==> src/rtl/avalon_slave_regfile.sv <==
// ---------------------------------------------------------------------------
// avalon_slave_regfile
//
// Avalon-MM slave register file for a fixed-timing master (no waitrequest).
// Each write-strobe assertion commits exactly once. Read data comes back a
// fixed READ_LATENCY cycles after the first read-strobe cycle. Access and
// protocol-error statistics are kept for scoreboarding.
//
// Register map (full address compare):
//   0 .. NUM_REGS-1 : general read/write registers
//   0x10 ID         : read-only, ID_VALUE
//   0x11 RDCNT      : read-only, read access count
//   0x12 WRCNT      : read-only, write access count
//   0x13 ERRCNT     : read-only, protocol/decode error count
//   0x14 CTRL       : write bit0=1 clears counters and errorFlag; reads 0
//
// Ports:
//   clk                 clock
//   reset               asynchronous, active-high reset
//   avslave_chipselect  slave select
//   avslave_read        read strobe
//   avslave_write       write strobe
//   avslave_address     word address (ADDRESS_SIZE bits)
//   avslave_writedata   write data (DATA_SIZE bits)
//   avslave_readdata    read data (DATA_SIZE bits)
//   busy                high while the access FSM is not idle
//   errorFlag           sticky protocol/decode error flag
// ---------------------------------------------------------------------------
module avalon_slave_regfile #(
   parameter int          ADDRESS_SIZE = 32,
   parameter int          DATA_SIZE    = 32,
   parameter int          NUM_REGS     = 8,
   parameter int          READ_LATENCY = 0,
   parameter int          COUNT_SIZE   = 16,
   parameter logic [31:0] ID_VALUE     = 32'hA5A50001
) (
   input  logic                    clk,
   input  logic                    reset,
   input  logic                    avslave_chipselect,
   input  logic                    avslave_read,
   input  logic                    avslave_write,
   input  logic [ADDRESS_SIZE-1:0] avslave_address,
   input  logic [DATA_SIZE-1:0]    avslave_writedata,
   output logic [DATA_SIZE-1:0]    avslave_readdata,
   output logic                    busy,
   output logic                    errorFlag
);

   localparam int IDX_W = $clog2(NUM_REGS);

   typedef enum logic [1:0] {ST_IDLE, ST_WRITE, ST_READ, ST_ERROR} state_t;

   state_t                state, next_state;
   logic [DATA_SIZE-1:0]  regs [NUM_REGS];
   logic [COUNT_SIZE-1:0] rdcnt, wrcnt, errcnt;

   logic [63:0]           addr_ext;
   logic [IDX_W-1:0]      reg_idx;
   logic                  hit_gen, hit_id, hit_rdcnt, hit_wrcnt, hit_errcnt, hit_ctrl;
   logic                  rd_legal, wr_legal;
   logic                  acc_wr, acc_rd, acc_both;
   logic                  start_wr, start_rd, start_err;
   logic                  clear_stats, decode_err;
   logic [DATA_SIZE-1:0]  rd_p0;

   // Statistic counters wrap from all-ones back to zero.
   function automatic logic [COUNT_SIZE-1:0] inc_wrap(input logic [COUNT_SIZE-1:0] v);
      return v + COUNT_SIZE'(1);
   endfunction

   function automatic logic [DATA_SIZE-1:0] zext_count(input logic [COUNT_SIZE-1:0] v);
      return DATA_SIZE'(v);
   endfunction

   // Address decode: widen to 64 bits so every comparison is a full compare
   // regardless of ADDRESS_SIZE.
   always_comb begin
      addr_ext   = 64'(avslave_address);
      reg_idx    = addr_ext[IDX_W-1:0];
      hit_gen    = (addr_ext < 64'(NUM_REGS));
      hit_id     = (addr_ext == 64'h10);
      hit_rdcnt  = (addr_ext == 64'h11);
      hit_wrcnt  = (addr_ext == 64'h12);
      hit_errcnt = (addr_ext == 64'h13);
      hit_ctrl   = (addr_ext == 64'h14);
      rd_legal   = hit_gen | hit_id | hit_rdcnt | hit_wrcnt | hit_errcnt | hit_ctrl;
      wr_legal   = hit_gen | hit_ctrl;
   end

   assign acc_wr   = avslave_chipselect &  avslave_write & ~avslave_read;
   assign acc_rd   = avslave_chipselect &  avslave_read  & ~avslave_write;
   assign acc_both = avslave_chipselect &  avslave_read  &  avslave_write;

   // Access FSM: only the IDLE state starts an access, so a strobe held for
   // several cycles is counted and committed once.
   always_ff @(posedge clk or posedge reset) begin
      if (reset) state <= ST_IDLE;
      else       state <= next_state;
   end

   always_comb begin
      next_state = state;
      start_wr   = 1'b0;
      start_rd   = 1'b0;
      start_err  = 1'b0;
      case (state)
         ST_IDLE: begin
            if (acc_wr) begin
               start_wr   = 1'b1;
               next_state = ST_WRITE;
            end else if (acc_rd) begin
               start_rd   = 1'b1;
               next_state = ST_READ;
            end else if (acc_both) begin
               start_err  = 1'b1;
               next_state = ST_ERROR;
            end
         end
         ST_WRITE: if (!(avslave_chipselect && avslave_write)) next_state = ST_IDLE;
         ST_READ:  if (!(avslave_chipselect && avslave_read))  next_state = ST_IDLE;
         ST_ERROR: if (!(avslave_chipselect && (avslave_read || avslave_write)))
                      next_state = ST_IDLE;
         default:  next_state = ST_IDLE;
      endcase
   end

   assign busy = (state != ST_IDLE);

   assign clear_stats = start_wr & hit_ctrl & avslave_writedata[0];
   assign decode_err  = start_err | (start_wr & ~wr_legal) | (start_rd & ~rd_legal);

   always_ff @(posedge clk or posedge reset) begin
      if (reset) begin
         for (int i = 0; i < NUM_REGS; i++) regs[i] <= '0;
      end else if (start_wr && hit_gen) begin
         regs[reg_idx] <= avslave_writedata;
      end
   end

   // A CTRL clear overrides every same-cycle increment, including the WRCNT
   // increment of the clearing write itself.
   always_ff @(posedge clk or posedge reset) begin
      if (reset) begin
         rdcnt     <= '0;
         wrcnt     <= '0;
         errcnt    <= '0;
         errorFlag <= 1'b0;
      end else if (clear_stats) begin
         rdcnt     <= '0;
         wrcnt     <= '0;
         errcnt    <= '0;
         errorFlag <= 1'b0;
      end else begin
         if (start_rd) rdcnt <= inc_wrap(rdcnt);
         if (start_wr) wrcnt <= inc_wrap(wrcnt);
         if (decode_err) begin
            errcnt    <= inc_wrap(errcnt);
            errorFlag <= 1'b1;
         end
      end
   end

   // Stage 0: read mux, evaluated every cycle independent of the FSM so data
   // stays valid for as long as the strobe is held.
   always_comb begin
      rd_p0 = '0;
      if (acc_rd) begin
         if (hit_gen)         rd_p0 = regs[reg_idx];
         else if (hit_id)     rd_p0 = DATA_SIZE'(ID_VALUE);
         else if (hit_rdcnt)  rd_p0 = zext_count(rdcnt);
         else if (hit_wrcnt)  rd_p0 = zext_count(wrcnt);
         else if (hit_errcnt) rd_p0 = zext_count(errcnt);
      end
   end

   // Stages 1..READ_LATENCY: plain delay line.
   generate
      if (READ_LATENCY == 0) begin : g_comb
         assign avslave_readdata = rd_p0;
      end else begin : g_pipe
         logic [DATA_SIZE-1:0] rd_pn [READ_LATENCY];
         always_ff @(posedge clk or posedge reset) begin
            if (reset) begin
               for (int i = 0; i < READ_LATENCY; i++) rd_pn[i] <= '0;
            end else begin
               rd_pn[0] <= rd_p0;
               for (int i = 1; i < READ_LATENCY; i++) rd_pn[i] <= rd_pn[i-1];
            end
         end
         assign avslave_readdata = rd_pn[READ_LATENCY-1];
      end
   endgenerate

endmodule
==> config.mk <==
export PLATFORM = sky130hd
export DESIGN_NAME = avalon_slave_regfile
export DESIGN_NICKNAME = d
export VERILOG_FILES = /design/src/rtl/avalon_slave_regfile.sv
export SDC_FILE = /design/constraint.sdc
export NUM_CORES = 1
export LEC_CHECK = 0
export ABC_AREA = 0
export BUFFER_PORTS_ARGS = -buffer_cell sky130_fd_sc_hd__buf_4
export CORE_MARGIN = 1.5
export CORE_UTILIZATION = 66
export CTS_CLUSTER_DIAMETER = 30
export CTS_CLUSTER_SIZE = 24
export DETAILED_ROUTE_END_ITERATION = 10
export GPL_TIMING_DRIVEN = 0
export PLACE_DENSITY = 0.85
export SLEW_MARGIN = 20
export SYNTH_ARGS = -nofsm -noshare
export SYNTH_HDL_FRONTEND = slang
export SYNTH_SLANG_ARGS = --single-unit
export TNS_END_PERCENT = 5
==> constraint.sdc <==
create_clock -name clk -period 16.75 [get_ports clk]
set_clock_uncertainty 0.1 [all_clocks]
set_input_delay 2.5125 -clock clk [delete_from_list [all_inputs] [get_ports clk]]
set_output_delay 2.5125 -clock clk [all_outputs]
set_load 0.01 [all_outputs]
==> results.md, run 1 <==
- Status: complete, no violations
- Total gr overflow: 0
- Register area share after synthesis: 51.4%
- Most frequent cells in the layout: 307 x dfrtp_1, 205 x mux2_2, 101 x buf_4
- Post-CTS setup buffer count: 0
- Synth async-reset ratio: 100%
- Startpoint Class: primary input
- CTS sink cnt: 307
- Critical Path AT: 5360 ps
- Pins Over Slew Limit: 0
- Core area: 22000 µm²
- Worst hold path type: flop to flop
- Worst reg-to-reg setup slack: 13700 ps
- Combinational Power Share: 6.2%
- Fmax: 125 MHz
- Switching power: 0.000491 W
- Final #Nets: 1339
- TritonCTS Buffers: 55
- Mean post-synth cell area: 13.5 µm²
- Routed wire per std cell: 25.2 µm
- Clk network pwr share: 55.2%
- VDD IR max: 0.0000852 V
- Crit end category: primary output
- Hold EP: regs[215]
- Tot Pwr: 0.00204 W
- RR Endpoint: regs[209]
- Remaining DRCs: 0
- Synth area leader: dfrtp_1
- Worst path max stage delay: 780 ps
- Total track usage: 35.5%
- TNS Setup: 0 ps
- Clock Latency Late Sink: 560 ps
- Clock Pin Slew Worst Setup and Hold Paths: 50 ps
- Routability cong.: 0.933
- PortBufs: 101
- Cell internal pwr: 0.00155 W
- Initial Util: 67.8%
- # setup viols final: 0
- Hold_ws: 388 ps
- Most common cell on crit path: buf_2
- Die area: 23500 µm²
- Number of hold buffers added after CTS: 0
- CP Cell Sequence: clkbuf_1, buf_2, buf_2, buf_1, nor3_1, nor2_1, o21ai_0, o22ai_1, buf_4
- Non-filler cells, final: 1594
- WS Path Type: primary input to primary output
- Placed cells: 1490
- Flops & latches, synth: 307
- Leading cell type in the layout, fill and taps excluded: dfrtp_1
- Fin area: 18000 µm²
- Initial antenna violation count: 0
- Clk buf depth: 3
- Final Cycle Share: 47.6%
- Antenna-violating nets left: 0
- CP Launch Point: avslave_address[0]
- Initial DRC Count: 994
- Unrepaired setup endpoints after global routing: false
- Worst Hold Depth: 1
- Hold Startpoint: regs[215]
- Worst reg2reg path depth: 6
- Synth area leaders: dfrtp_1 51%, mux2_2 15%, mux4_2 7.4%, mux2_4 3.0%, mux2i_1 2.3%
- Synth Flop Type: dfrtp_1
- Worst Path Max Fanout: 10
- Num rows: 54
- Fin crit period: 7970 ps
- Vert. Die Dim: 153 µm
- Mapped Cells: 1106
- Detailed Place HPWL: 24.8 mm
- Pin count of the biggest net entering global routing: 102
- First-pass iteration count of the detailed router: 6
- Hold Vio Cnt, Final: 0
- Worst-Margin Slew: 1120 ps
- Mapped Area: 14900 µm²
- Die W: 153 µm
- Max-slew headroom: 25.0%
- Antenna Cells: 0
- Ys Warns: 0
- CP max stage cell: buf_1
- Total Wirelength: 40.2 mm
- Vias per std cell: 6.65
- Sw Share: 24.1%
- Synth-to-Final Area Change: 20.8%
- First-pass GRT wire length: 63.1 mm
- WP data required: 14140 ps
- Mapped Nets: 1178
- Number of flops mapped to enable cells by yosys: 0
- Placed cell areas: 16100 µm²
- Post_cts resized: 0
- Pwr dens: 113 nW/µm²
- CTS Root Cell: clkbuf_16
- Yosys top cell area share: 51.4%
- Layout cells sized above 1: 42.0%
- Worst r2r src: state[1]
- CTS tree: yes
- Leak pwr: 8.85 nW
- Via Count: 10600
- CTS H-tree lvls: 2
- Post-synth cell types: 57
- Number of global-route vias before repair: 11100
- Register share of total power: 38.6%
- Max cap viols: 0
- I/O pin total: 103
==> sequential cells by signal, summed over array words and instances (netlist names) <==
name	flops
errcnt	16
state	2
wrcnt	16
errorFlag	1
rdcnt	16
regs	256
==> cell type report <==
class	count	area [µm²]
plain buffers	64	373
clock buffers	75	1580
clock inverters	29	325
fillers	1159	3980
inverters	12	52.6
multi-input cells	723	6840
flip-flops and latches	307	7680
well taps	280	350
repair buffers	104	841
==> synthesized netlist by cell type (all sizes together), types with 8 or more instances <==
| library cell | n |
|---|---|
| dfrtp | 307 |
| mux2 | 260 |
| nor2 | 73 |
| mux4 | 49 |
| buf | 47 |
| nand2 | 47 |
| o21ai | 40 |
| mux2i | 35 |
| nand3 | 28 |
| a21oi | 25 |
| xnor2 | 21 |
| clkbuf | 17 |
| nor4 | 15 |
| xor2 | 14 |
| nor3 | 13 |
| inv | 12 |
| o22ai | 12 |
| nand4 | 11 |
| a222oi | 8 |
| nand2b | 8 |
==> per-layer routing <==
metal / global-route usage [%] / vias up / wire (µm)
li1: - / 4428 / -
met1: 46.3 / 5426 / 15600
met2: 57.1 / 602 / 19400
met3: 7.12 / 146 / 3330
met4: 18.0 / 0 / 1870
met5: 0 / - / 0
==> metrics by stage <==
stage	utilization, %	worst slack (ps)
after CTS	81.9	8830
after detailed placement	73.3	8930
after global routing	81.9	8710
after global placement	72.9	2510
final	81.9	8780
after floorplan	-	5650
==> cell families after synthesis <==
| family | after synthesis | share of synthesized area, % |
|---|---|---|
| muxes | 344 | 30.1 |
| and+or+nand+nor | 226 | 8.60 |
| DFF | 307 | 51.4 |
| xor gates and xnor gates | 35 | 2.05 |
| buffers and inverters | 76 | 2.80 |
| adders and majority gates | 3 | 0.251 |
| AOI/OAI and AO/OA | 115 | 4.78 |
==> power by group through the flow <==
stage	clock [W]	combinational (W)	sequential, W
global placement	0	0.000115	0.000797
global route	0.00117	0.000138	0.000788
CTS	0.00113	0.000126	0.000785
floorplan	0	0.0000743	0.000789
detailed placement	0	0.000122	0.000796
finish	0.00112	0.000127	0.000787
==> worst max-delay path by stage <==
stage | endpoint | depth (start not counted)
after floorplan | errcnt[0] | 1
after CTS | avslave_readdata[5] | 9
after global placement | regs[5] | 2
final | avslave_readdata[6] | 9
after global routing | avslave_readdata[4] | 7
after detailed placement | avslave_readdata[6] | 9
==> worst max-delay path, delay by kind of cell <==
family	cells	cell delay (ps)
and+or+nand+nor	2	230
buffers and inverters	5	2110
AOI/OAI and AO/OA	2	500
Note: power is estimated with default switching activity, not from simulation.
==> run 2, diff against run 1 <==
CORE_UTILIZATION = 55   (was 66)
PLACE_DENSITY = 0.75   (was 0.85)
clock period = 7.3 ns   (was 16.75 ns; I/O delays follow)
==> results.md, run 2 (synthesized netlist as in run 1, its figures left out) <==
- Most frequent cells in the layout: 307 x dfrtp_1, 205 x mux2_2, 101 x buf_4
- Status: complete, no violations
- CTS sink cnt: 307 (unchanged)
- Pwr dens: 264 nW/µm² (+130%)
- Die area: 28200 µm² (+20%)
- CP max stage cell: buf_1
- Non-filler cells, final: 1672 (+4.9%)
- I/O pin total: 103 (unchanged)
- Max cap viols: 0 (unchanged)
- Num rows: 60 (+11%)
- First-pass iteration count of the detailed router: 6 (unchanged)
- Clock Latency Late Sink: 560 ps (about the same)
- Final #Nets: 1352 (+0.97%)
- Worst setup margin: 2230 ps (-6550 ps)
- Worst slack, placed: 2290 ps (-6640 ps)
- Total Wirelength: 39.1 mm (-2.7%)
- Worst-Margin Slew: 1030 ps (-94.2 ps)
- First-pass GRT wire length: 61.5 mm (-2.6%)
- Number of global-route vias before repair: 10800 (-3.2%)
- WS Path Type: primary input to primary output
- Number of hold buffers added after CTS: 0 (unchanged)
- Post_cts resized: 0 (unchanged)
- Clock Pin Slew Worst Setup and Hold Paths: 60 ps (about the same)
- Met3 Routed Length: 2.65 mm (-21%)
- Worst path max stage delay: 760 ps (-20 ps)
- Total gr overflow: 0 (unchanged)
- Routed wl met2: 19.0 mm (-1.7%)
- Routability cong.: 0.892 (-4.4%)
- Initial Util: 55.7% (-12 points)
- WP data required: 6110 ps (-8030 ps)
- Leak pwr: 9.00 nW (+1.7%)
- Worst Path Max Fanout: 10 (unchanged)
- Post-CTS setup buffer count: 0 (unchanged)
- Initial antenna violation count: 0 (unchanged)
- CTS Root Cell: clkbuf_16
- Critical Path AT: 3880 ps (-1480 ps)
- Placed cells: 1559 (+4.6%)
- CP Cell Sequence: clkbuf_1, buf_2, buf_2, buf_1, mux2i_1, o22ai_1, buf_4
- Max reg flops: 256 (unchanged)
- Most common cell on crit path: buf_2
- Vias per std cell: 6.15 (-7.5%)
- Crit path max-delay family: buffers and inverters
- Vert. Die Dim: 168 µm (+9.4%)
- VDD IR max: 0.000196 V (+130%)
- Initial DRC Count: 824 (-17%)
- Remaining DRCs: 0 (unchanged)
- Total track usage: 28.8% (-6.7 points)
- CTS H-tree lvls: 2 (unchanged)
- Worst reg-to-reg setup slack: 4260 ps (-9440 ps)
- Die W: 168 µm (+9.4%)
- Top Metal Used: met4
- Fin crit period: 5070 ps
- PortBufs: 101 (unchanged)
- TritonCTS Buffers: 60 (+9.1%)
- Leading cell type in the layout, fill and taps excluded: dfrtp_1
- Via Count: 10300 (-3.0%)
- Unrepaired setup endpoints after global routing: false
- Pins Over Slew Limit: 0 (unchanged)
- Detailed Place HPWL: 25.9 mm (+4.3%)
- Worst path bufs/invs: 5 (unchanged)
- # setup viols final: 0 (unchanged)
- Pin count of the biggest net entering global routing: 36 (-65%)
- Core area: 26800 µm² (+22%)
- Final core utilization: 68.9% (-13 points)
- M1 WL: 16.0 mm (+2.3%)
- Clk buf depth: 3 (unchanged)
- Fill cells: 1809 (+56%)
- Fmax: 197 MHz
- CTS tree: yes
- Startpoint Class: primary input
- Antenna-violating nets left: 0 (unchanged)
- Largest Register: regs
- Routed wire per std cell: 23.4 µm (-7.2%)
- Synth-to-Final Area Change: 23.6%
- Worst hold path type: primary input to asynchronous set/reset pin
- Max-slew headroom: 31.3% (+6.3 points)
- Hold Vio Cnt, Final: 0 (unchanged)
- Crit end category: primary output
- Final Cycle Share: 69.5%
- TNS Setup: 0 ps (unchanged)
- Layout cells sized above 1: 43.1% (+1.0 points)
- Antenna Cells: 0 (unchanged)
==> run 2: cell types whose count changed in the layout (fill, tap and decap cells not counted), moves of 3 or more <==
cell | before | now
inv_6 | 2 | 9
clkbuf_8 | 11 | 14
clkinvlp_4 | 6 | 9
buf_12 | 0 | 9
clkbuf_16 | 56 | 61
clkinv_2 | 10 | 7
clkbuf_1 | 25 | 21
==> run 2: layout make-up <==
cell class                      instances  area (µm²)  share of cell area (%)
Clock buffer                           79        1730                    9.40
Buffer                                 64         373                    2.02
Inverter                               12        48.8                   0.264
Tap cell                              341         427                    2.31
Clock inverter                         34         360                    1.95
Multi-Input combinational cell        723        6840                    37.0
Timing Repair Buffer                  112         993                    5.38
Sequential cell                       307        7680                    41.6
==> run 2: path summary, 6_finish.rpt <==
| kind | startpoint | depth (start not counted) | to |
|---|---|---|---|
| hold reg to reg | regs[90] | 1 | regs[90] |
| max in group asynchronous | reset | 6 | rdcnt[1] |
| hold / removal | reset | 2 | regs[81] |
| setup reg to reg | state[1] | 6 | regs[206] |
| setup / recovery | avslave_address[0] | 7 | avslave_readdata[4] |
| min in group clk | regs[90] | 1 | regs[90] |
==> run 2: layer usage <==
layer	vias to the layer above	global-route usage, %
met1	5304	37.8
met4	0	12.5
met5	-	0
met2	411	46.8
met3	101	5.78
li1	4467	-
==> run 2: through the flow <==
| step | hold slack, ps | power [W] | cell area (µm²) |
|---|---|---|---|
| floorplan | 353 | 0.00198 | 14900 |
| global placement | 364 | 0.00210 | 16100 |
| detailed placement | 378 | 0.00212 | 16400 |
| CTS | 367 | 0.00489 | 18500 |
| global route | 372 | 0.00502 | 18500 |
| finish | 373 | 0.00487 | 18500 |
==> run 2: power breakdown <==
group          switching, W  internal [W]  total [W]
clock              0.000950       0.00182    0.00277
sequential        0.0000611       0.00175    0.00181
combinational      0.000179      0.000113   0.000292
total               0.00119       0.00368    0.00487
==> run 3, diff against run 2 <==
ABC_AREA = 1   (was 0)
CORE_UTILIZATION = 61   (was 55)
PLACE_DENSITY = 0.79   (was 0.75)
clock period = 5.1 ns   (was 7.3 ns; I/O delays follow)
==> results.md, run 3 <==
- Status: complete, no violations
- Crit path max-delay family: buffers and inverters
- Max reg flops: 256 (unchanged)
- Critical Path AT: 3650 ps (-230 ps)
- Clock Pin Slew Worst Setup and Hold Paths: 50 ps (about the same)
- Vert. Die Dim: 161 µm (-4.3%)
- TritonCTS Buffers: 59 (-1.7%)
- Initial Util: 62.3% (+6.5 points)
- Synth area leader: dfrtp_1
- Die W: 161 µm (-4.3%)
- Flops & latches, synth: 307 (unchanged)
- CTS Root Cell: clkbuf_16
- First-pass iteration count of the detailed router: 6 (unchanged)
- Synth Flop Type: dfrtp_1
- Ys Warns: 0 (unchanged)
- WP data required: 4240 ps (-1870 ps)
- CP Cell Sequence: buf_4, buf_2, nand2_1, inv_2, buf_2, nand3_1, o21ai_0, o31ai_1, nand2_1, nor2_1, buf_4
- Number of global-route vias before repair: 14900 (+38%)
- Unrepaired setup endpoints after global routing: false
- CP max stage cell: o31ai_1
- Clk buf depth: 3 (unchanged)
- Clock Latency Late Sink: 580 ps (+20 ps)
- Commonest cells post-synth: 536 x nand2_1, 307 x dfrtp_1, 150 x o21ai_1
- Hold Vio Cnt, Final: 0 (unchanged)
- Mapped Nets: 1939 (+65%)
- Mean post-synth cell area: 8.11 µm² (-40%)
- Die area: 25800 µm² (-8.4%)
- Fill cells: 1747 (-3.4%)
- CTS H-tree lvls: 2 (unchanged)
- Mapped Cells: 1867 (+69%)
- Largest Register: regs
- Detailed Place HPWL: 34.4 mm (+33%)
- Max-slew headroom: 31.3% (about the same)
- Worst Path Max Fanout: 10 (unchanged)
- Via Count: 15000 (+45%)
- Final Cycle Share: 88.6%
- Number of flops mapped to enable cells by yosys: 0 (unchanged)
- Fin crit period: 4520 ps
- Synth-to-Final Area Change: 23.6% (about the same)
- CTS tree: yes
- Leak pwr: 8.93 nW (-0.78%)
- Final #Nets: 2110 (+56%)
- Fmax: 221 MHz
- Worst path bufs/invs: 5 (unchanged)
- PortBufs: 100 (-0.99%)
- Antenna-violating nets left: 0 (unchanged)
- Routed wire per std cell: 21.8 µm (-6.8%)
- Mapped Area: 15100 µm² (+1.4%)
- Synth area leaders: dfrtp_1 51%, nand2_1 13%, o21ai_1 5.0%, nand3_1 4.9%, o21ai_0 4.6%
- Initial DRC Count: 2175 (+160%)
- Vias per std cell: 6.20 (+0.79%)
- I/O pin total: 103 (unchanged)
- Total track usage: 41.5% (+13 points)
- Total Wirelength: 52.6 mm (+34%)
- Number of hold buffers added after CTS: 0 (unchanged)
- Initial antenna violation count: 1 (+1)
- Core area: 24300 µm² (-9.3%)
- VDD IR max: 0.000320 V (+64%)
- WS Path Type: primary input to primary output
- Routability cong.: 0.967 (+8.4%)
- Post_cts resized: 0 (unchanged)
- Pins Over Slew Limit: 0 (unchanged)
- Crit end category: primary output
- Worst path max stage delay: 720 ps (-40 ps)
- Leading cell type in the layout, fill and taps excluded: nand2_1
- Hold_ws: 43.2 ps (-330 ps)
- Worst setup margin: 581 ps (-1650 ps)
- Num rows: 57 (-5.0%)
- Worst slack, placed: 852 ps (-1440 ps)
- Startpoint Class: primary input
- Worst hold path type: primary input to asynchronous set/reset pin
- Remaining DRCs: 0 (unchanged)
- First-pass GRT wire length: 82.0 mm (+33%)
- # setup viols final: 0 (unchanged)
- CTS sink cnt: 307 (unchanged)
- TNS Setup: 0 ps (unchanged)
- Pin count of the biggest net entering global routing: 36 (unchanged)
- Final core utilization: 76.9% (+8.1 points)
- Worst-Margin Slew: 1030 ps (+3.43 ps)
- Total gr overflow: 0 (unchanged)
- Most frequent cell after synthesis: nand2_1
- Max cap viols: 0 (unchanged)
- Post-synth cell types: 43 (-25%)
- Synth async-reset ratio: 100% (unchanged)
- Pwr dens: 410 nW/µm² (+55%)
- Yosys top cell area share: 50.7% (-0.70 points)
- Register area share after synthesis: 50.7% (-0.70 points)
- Most frequent cells in the layout: 536 x nand2_1, 307 x dfrtp_1, 149 x o21ai_1
- Post-CTS setup buffer count: 0 (unchanged)
- Layout cells sized above 1: 16.0% (-27 points)
[run 3: changes by cell type after synthesis, moves of 99 or more]
cell and delta:
mux2_2 -205, inv_1 +132, nand3_1 +124, o21ai_1 +150
o21ai_0 +99, nand2_1 +489
[run 3: path summary, 6_finish.rpt]
path | start | end | slack, ps | depth (start not counted)
max | avslave_address[1] | avslave_readdata[14] | 580 | 11
min | reset | wrcnt[10] | 40 | 2
max reg2reg | state[1] | regs[178] | 2820 | 8
min reg2reg | regs[11] | regs[11] | 380 | 2
max in group asynchronous | reset | regs[237] | 3500 | 7
min in group clk | regs[11] | regs[11] | 380 | 2
[run 3: final cells by class]
| class | instances | area (µm²) | area share (%) |
|---|---|---|---|
| Antenna cell | 1 | 2.50 | 0.0134 |
| Buffer | 105 | 614 | 3.28 |
| Clock buffer | 76 | 1640 | 8.77 |
| Clock inverter | 35 | 554 | 2.96 |
| Inverter | 152 | 582 | 3.11 |
| Multi-Input combinational cell | 1303 | 6270 | 33.5 |
| Sequential cell | 307 | 7680 | 41.1 |
| Tap cell | 324 | 405 | 2.17 |
| Timing Repair Buffer | 110 | 958 | 5.12 |
[run 3: per-stage QoR]
step | power (W) | cell area (µm²) | instances
3_5_place_dp | 0.00343 | 16500 | 2301
2_1_floorplan | 0.00316 | 15100 | 1867
3_3_place_gp | 0.00338 | 16300 | 2291
6_report | 0.00766 | 18700 | 2413
5_1_grt | 0.00787 | 18700 | 2413
4_1_cts | 0.00765 | 18700 | 2412
[run 3: cells by family (layout without fill, tap and decap cells)]
family / Yosys count / in the layout / synth area share, %
AO/OA/AOI/OAI: 411 / 411 / 15.0
AND/OR/NAND/NOR: 866 / 866 / 24.8
buffers and inverters: 257 / 478 / 7.87
other: 0 / 1 / 0
adder cells (fa/ha/maj): 3 / 3 / 0.248
XOR/XNOR: 23 / 23 / 1.33
flip-flops: 307 / 307 / 50.7
[run 3: power by group]
part / internal [W] / switching (W)
sequential: 0.00255 / 0.000111
clock: 0.00288 / 0.00136
combinational: 0.000241 / 0.000522
total: 0.00567 / 0.00199
[run 3: layer usage]
metal	up-vias	global-route usage [%]	wire length (µm)
met3	246	8.39	5860
met5	-	0	0
li1	6570	-	-
met4	0	25.2	3230
met1	7084	54.0	19500
met2	1057	64.7	24000
[run 3: worst reg2reg max path, stage by stage, from the launching register on]
cell      delay, ps
dfrtp_1         390
nor2_1          260
nand2_1         220
inv_2           210
nand2_4         110
inv_4           120
nand2_4         120
clkbuf_1        350
o21ai_0         310
